## src/rtl/nes_cpu_pkg.sv

```systemverilog
// Shared types and constants for the 2A03 CPU wrapper.
package nes_cpu_pkg;

  typedef enum logic [2:0] {
    IDLE,
    HALT,
    ALIGN,
    READ,
    WRITE
  } dma_state_t;

  localparam logic [15:0] OAM_DMA_REG  = 16'h4014;
  localparam logic [15:0] OAM_DATA_REG = 16'h2004;
  localparam int unsigned CPU_CLK_DIV  = 12;

endpackage

```

## src/rtl/cpu_ce_divider.sv

```systemverilog
// CPU clock-enable generator: one-CLK pulse every CLK_DIV master clocks.
module cpu_ce_divider #(
  parameter int unsigned CLK_DIV = 12
) (
  input  logic CLK,
  input  logic RESET_n,
  output logic CE
);

  localparam int unsigned   CntW   = (CLK_DIV > 1) ? $clog2(CLK_DIV) : 1;
  localparam logic [CntW-1:0] CntMax = CntW'(CLK_DIV - 1);

  logic [CntW-1:0] cnt_q;
  logic            ce_q;

  // First pulse lands on the CLK_DIV-th edge after reset release.
  always_ff @(posedge CLK or negedge RESET_n) begin
    if (!RESET_n) begin
      cnt_q <= '0;
      ce_q  <= 1'b0;
    end else if (cnt_q == CntMax) begin
      cnt_q <= '0;
      ce_q  <= 1'b1;
    end else begin
      cnt_q <= cnt_q + CntW'(1);
      ce_q  <= 1'b0;
    end
  end

  assign CE = ce_q;

endmodule

```

## src/rtl/cpu_oam_dma_ctrl.sv

```systemverilog
// CPU bus front-end: clock-enable generation, sprite-DMA interception and page-copy DMA.
module cpu_oam_dma_ctrl
  import nes_cpu_pkg::*;
#(
  parameter int unsigned CLK_DIV       = CPU_CLK_DIV,
  parameter logic [15:0] DMA_REG_ADDR  = OAM_DMA_REG,
  parameter logic [15:0] DMA_DEST_ADDR = OAM_DATA_REG,
  parameter int unsigned DMA_LEN       = 256
) (
  input  logic        CLK,
  input  logic        RESET_n,
  output logic        CPU_CE,
  output logic        CPU_RDY,
  input  logic [15:0] CPU_ADDR,
  input  logic [7:0]  CPU_DOUT,
  input  logic        CPU_RW_n,
  output logic [7:0]  CPU_DIN,
  output logic [15:0] BUS_ADDR,
  output logic [7:0]  BUS_DOUT,
  output logic        BUS_RW_n,
  input  logic [7:0]  BUS_DIN,
  output logic        DMA_BUSY
);

  localparam logic [7:0] LastIdx = 8'(DMA_LEN - 1);

  dma_state_t state_q;
  logic       parity_q;
  logic       rdy_q;
  logic       busy_q;
  logic [7:0] page_q;
  logic [7:0] index_q;
  logic [7:0] latch_q;
  logic       cpu_ce;

  cpu_ce_divider #(
    .CLK_DIV (CLK_DIV)
  ) u_ce_div (
    .CLK     (CLK),
    .RESET_n (RESET_n),
    .CE      (cpu_ce)
  );

  always_ff @(posedge CLK or negedge RESET_n) begin
    if (!RESET_n) begin
      state_q  <= IDLE;
      parity_q <= 1'b0;
      rdy_q    <= 1'b1;
      busy_q   <= 1'b0;
      page_q   <= 8'h00;
      index_q  <= 8'h00;
      latch_q  <= 8'h00;
    end else if (cpu_ce) begin
      parity_q <= ~parity_q;
      case (state_q)
        IDLE: begin
          if (!CPU_RW_n && (CPU_ADDR == DMA_REG_ADDR)) begin
            state_q <= HALT;
            page_q  <= CPU_DOUT;
            index_q <= 8'h00;
            rdy_q   <= 1'b0;
            busy_q  <= 1'b1;
          end
        end
        // Current get parity means the next cycle is a put: burn it so reads land on gets.
        HALT:  state_q <= parity_q ? READ : ALIGN;
        ALIGN: state_q <= READ;
        READ: begin
          state_q <= WRITE;
          latch_q <= BUS_DIN;
        end
        WRITE: begin
          if (index_q == LastIdx) begin
            state_q <= IDLE;
            rdy_q   <= 1'b1;
            busy_q  <= 1'b0;
          end else begin
            state_q <= READ;
            index_q <= index_q + 8'd1;
          end
        end
        default: begin
          state_q <= IDLE;
          rdy_q   <= 1'b1;
          busy_q  <= 1'b0;
        end
      endcase
    end
  end

  always_comb begin
    BUS_ADDR = CPU_ADDR;
    BUS_DOUT = CPU_DOUT;
    BUS_RW_n = CPU_RW_n;
    case (state_q)
      HALT, ALIGN: BUS_RW_n = 1'b1;
      READ: begin
        BUS_ADDR = {page_q, index_q};
        BUS_RW_n = 1'b1;
      end
      WRITE: begin
        BUS_ADDR = DMA_DEST_ADDR;
        BUS_DOUT = latch_q;
        BUS_RW_n = 1'b0;
      end
      default: ;
    endcase
  end

  assign CPU_DIN  = CPU_RW_n ? BUS_DIN : CPU_DOUT;
  assign CPU_CE   = cpu_ce;
  assign CPU_RDY  = rdy_q;
  assign DMA_BUSY = busy_q;

endmodule

```

## config.mk

```make
export PLATFORM = sky130hd
export DESIGN_NAME = cpu_oam_dma_ctrl
export DESIGN_NICKNAME = d
export VERILOG_FILES = /design/src/rtl/nes_cpu_pkg.sv /design/src/rtl/cpu_ce_divider.sv /design/src/rtl/cpu_oam_dma_ctrl.sv
export SDC_FILE = /design/constraint.sdc
export NUM_CORES = 1
export LEC_CHECK = 0
export CAP_MARGIN = 20
export CORE_MARGIN = 1.5
export CORE_UTILIZATION = 45
export DETAILED_ROUTE_END_ITERATION = 12
export PLACE_DENSITY = 0.9
export SETUP_SLACK_MARGIN = 0.1
export SLEW_MARGIN = 20
export SYNTH_ARGS = -nofsm -noshare
export SYNTH_HDL_FRONTEND = slang
export SYNTH_SLANG_ARGS = --single-unit
```

## constraint.sdc

```tcl
create_clock -name CLK -period 5.65 [get_ports CLK]
set_input_delay 0.8475 -clock CLK [delete_from_list [all_inputs] [get_ports CLK]]
set_output_delay 0.8475 -clock CLK [all_outputs]
set_load 0.02 [all_outputs]
```

==> reports/metrics.csv <==
stage,metric,value,unit
pwr,p_clk_share,33.7,%
sta,fin_crit_sh,66.5,%
die,die_width,69.1,microns
clocking,htree_levels,2,
global_routing,grt_pass1_vias,1755,
sta,fin_skew,0.00621,ns
synthesis,synth_area,1970,sq um
drt,vias,1711,
pwr,combPwrFrac,19.9,%
synthesis,synth_area_leaders,"dfrtp_1, mux2_2, a22o_1, o21ai_0, nand2_1",
critical_path,worst-path-stages,4,
layout,final_cell_mix,"clkdlybuf4s50_1, dfrtp_1, mux2_2",
critical_path,critical_path_class,flip-flop to primary output,
clocking,cts.repair.resized,0,
clocking,cts.sinks,35,
pwr,switching_power,143,uW
pwr,leakage,1.16,nW
run_status,outcome,completed,
sta,timing.fmax,266,MHz
placement,placed_cells,291,
layout,fin_area,2790,sq um
layout,synthToLayoutAreaGrowth,41.7,%
sta,hold_viol,0,
layout,final_cells,299,
synthesis,syn_inst,179,
drt,routed_wl,5.21,mm
die,row_count,23,
critical_path,ff2ff_path_depth,3,
sta,fin_crit,3.76,ns
layout,drive_gt1_share,19.3,%
synthesis,yosysWarnings,0,
pwr,ir_drop,129,uV
clocking,clk_latency,0.29,ns
drt,via_per_inst,5.72,
global_routing,grt_max_degree,36,
drt,drc,0,
critical_path,critPathMaxFanout,20,
critical_path,cp-end-kind,primary output,
global_routing,grtUsageTotal,23.1,%
drt,drtIter0Drc,83,
sta,rsz0062_at_grt,no,
critical_path,crit_path_cell_trace,"and3_1, nor2_1, a22o_1, clkdlybuf4s50_1",
placement,place.gp.congestion,0.843,
pwr,power.density,200,nW/um^2
critical_path,crit_path_top_delay_cell,nor2_1,
synthesis,synth_area_leader_cell,dfrtp_1,
critical_path,worst-endpoint-arrival,2.91,ns
clocking,numCtsBuffers,5,
pwr,p_sw_share,25.7,%
synthesis,yosys.cell_types.count,36,
placement,portBuffers,70,
clocking,postCtsSetupBuffers,0,
placement,hpwl,3.72,mm
die,core_area,4090,sq um
die,initial_utilization,48.1,%
clocking,cts_root_buf,clkbuf_8,
pwr,p_int,414,uW
die,design.die.area,4770,sq um
critical_path,cp_top_family,simple AND/OR/NAND/NOR gates,
layout,utilization,68.2,%
critical_path,cp_slowest_stage_delay,0.76,ns
synthesis,ys_ff_latch,35,
global_routing,overflow,0,
synthesis,synth.net_count,216,
sta,setup_tns,0,ns
pwr,p_seq_share,46.4,%
layout,layout_commonest_cell,clkdlybuf4s50_1,
drt,drt.antenna.violating_nets,0,
sta,maxSlewHeadroom,42.0,%
worst_hold_path,holdCritPathClass,flip-flop to flip-flop,
die,ios,71,
worst_hold_path,whs_path_depth,1,
synthesis,avgSynthCellArea,11.0,sq um
placement,placed_area,2690,sq um
drt,firstDrtPassIters,4,
synthesis,seq_area_frac_synth,44.6,%
clocking,hold_buffers,0,
clocking,clk_pin_slew_worst_paths,0.07,ns
sta,drv_slew,0,
drt,wl_per_cell,17.4,microns
run,cap_violations,0,
layout,n_antenna_cell,0,
global_routing,antenna_found_initial,0,
synthesis,synth_top_area_share,43.3,%
clocking,cts_tree,yes,
sta,setup_viol,0,
critical_path,worstSetupStartpointType,flip-flop,
layout,nets,285,
clocking,clockBufferDepth,2,
critical_path,critPathBufInv,1,
sta,worst_pin_slew,0.866,ns
critical_path,required,4.80,ns
die,dieHeight,69.1,microns
global_routing,grt_pass1_wl,8.70,mm
critical_path,rrSetupSlack,3.45,ns
==> routing by layer <==
layer  vias to the layer above  share of wire, %  GRT usage (%)
li1                        807                 -              -
met2                        74                50           38.4
met3                        14               7.7           8.48
met1                       816                40           26.3
met5                         -                 0              0
met4                         0               2.8           10.7
==> worst paths after layout <==
check                                       startpoint                           to
hold reg to reg            u_ce_div.cnt_q[0]$_DFF_PN0_  u_ce_div.cnt_q[0]$_DFF_PN0_
min in group asynchronous                      RESET_n         DMA_BUSY$_DFFE_PN0P_
setup / recovery                state_q[0]$_DFFE_PN0P_                 BUS_ADDR[15]
setup reg to reg                state_q[0]$_DFFE_PN0P_       latch_q[1]$_DFFE_PN0P_
max in group asynchronous                      RESET_n          CPU_RDY$_DFFE_PN1P_
hold / removal             u_ce_div.cnt_q[0]$_DFF_PN0_  u_ce_div.cnt_q[0]$_DFF_PN0_
==> final cells by class <==
class                   count  area (sq um)
clock buffers               7          86.3
clock inverters             1          5.00
fillers                   296          1300
inverters                   4          15.0
multi-input cells         130          1020
flip-flops and latches     35           877
well taps                  50          62.6
repair buffers             72           716
==> synthesized netlist by cell type <==
cell,n
a21boi_0,1
buf_2,4
a21oi_1,1
dfstp_2,1
nor4_1,1
nand2_1,18
mux2_2,34
o211a_1,1
nor2_1,7
o31a_1,3
nand3_1,7
clkbuf_1,3
buf_1,1
o221ai_1,1
o211ai_1,5
nand4b_1,1
inv_1,4
nand4_1,2
nor4b_1,2
a22o_1,14
o21a_1,1
nor2_2,1
nand2b_1,1
o211ai_4,1
buf_4,2
ha_1,2
nor3b_4,1
nor4b_2,1
xor2_1,1
o41a_1,3
nor3_1,2
o21ai_0,15
o22ai_1,1
xnor2_1,1
dfrtp_1,34
and3_1,1
==> per-stage QoR <==
stage               hold slack, ns  worst slack [ns]  power, mW
detailed placement           0.457              2.15      0.373
global route                 0.485              1.73      0.581
finish                       0.461              1.89      0.557
global placement             0.445              2.17      0.372
floorplan                    0.432              3.13      0.308
CTS                          0.466              1.87      0.562
==> worst reg2reg max path, delay by kind of cell (launching register included) <==
family,cells,cell delay [ns]
mux,1,0.41
flops,1,0.55
simple gates,2,1.13
==> flip-flops by register name (all words and copies together) (netlist names) <==
register,count
index_q,8
latch_q,8
page_q,8
u_ce_div.cnt_q,4
state_q,3
CPU_RDY,1
DMA_BUSY,1
parity_q,1
u_ce_div.CE,1
==> cells by family (layout without fill, tap and decap cells) <==
family	count (synthesis)	count (layout)	synth area share, %
AOI/OAI and AO/OA	47	47	18.4
xor gates and xnor gates	2	2	0.891
adders and majority gates	2	2	1.27
buffers and inverters	14	84	3.31
DFF	35	35	44.6
muxes	34	34	19.5
and+or+nand+nor	45	45	12.0
==> power groups by stage <==
stage / Sequential (mW) / Clock, mW / Combinational [mW]
3_5_place_dp: 0.263 / 0 / 0.111
3_3_place_gp: 0.262 / 0 / 0.110
5_1_grt: 0.259 / 0.205 / 0.117
4_1_cts: 0.258 / 0.192 / 0.112
2_1_floorplan: 0.261 / 0 / 0.0469
6_report: 0.258 / 0.188 / 0.111
Power figures use the tool's default switching activity.
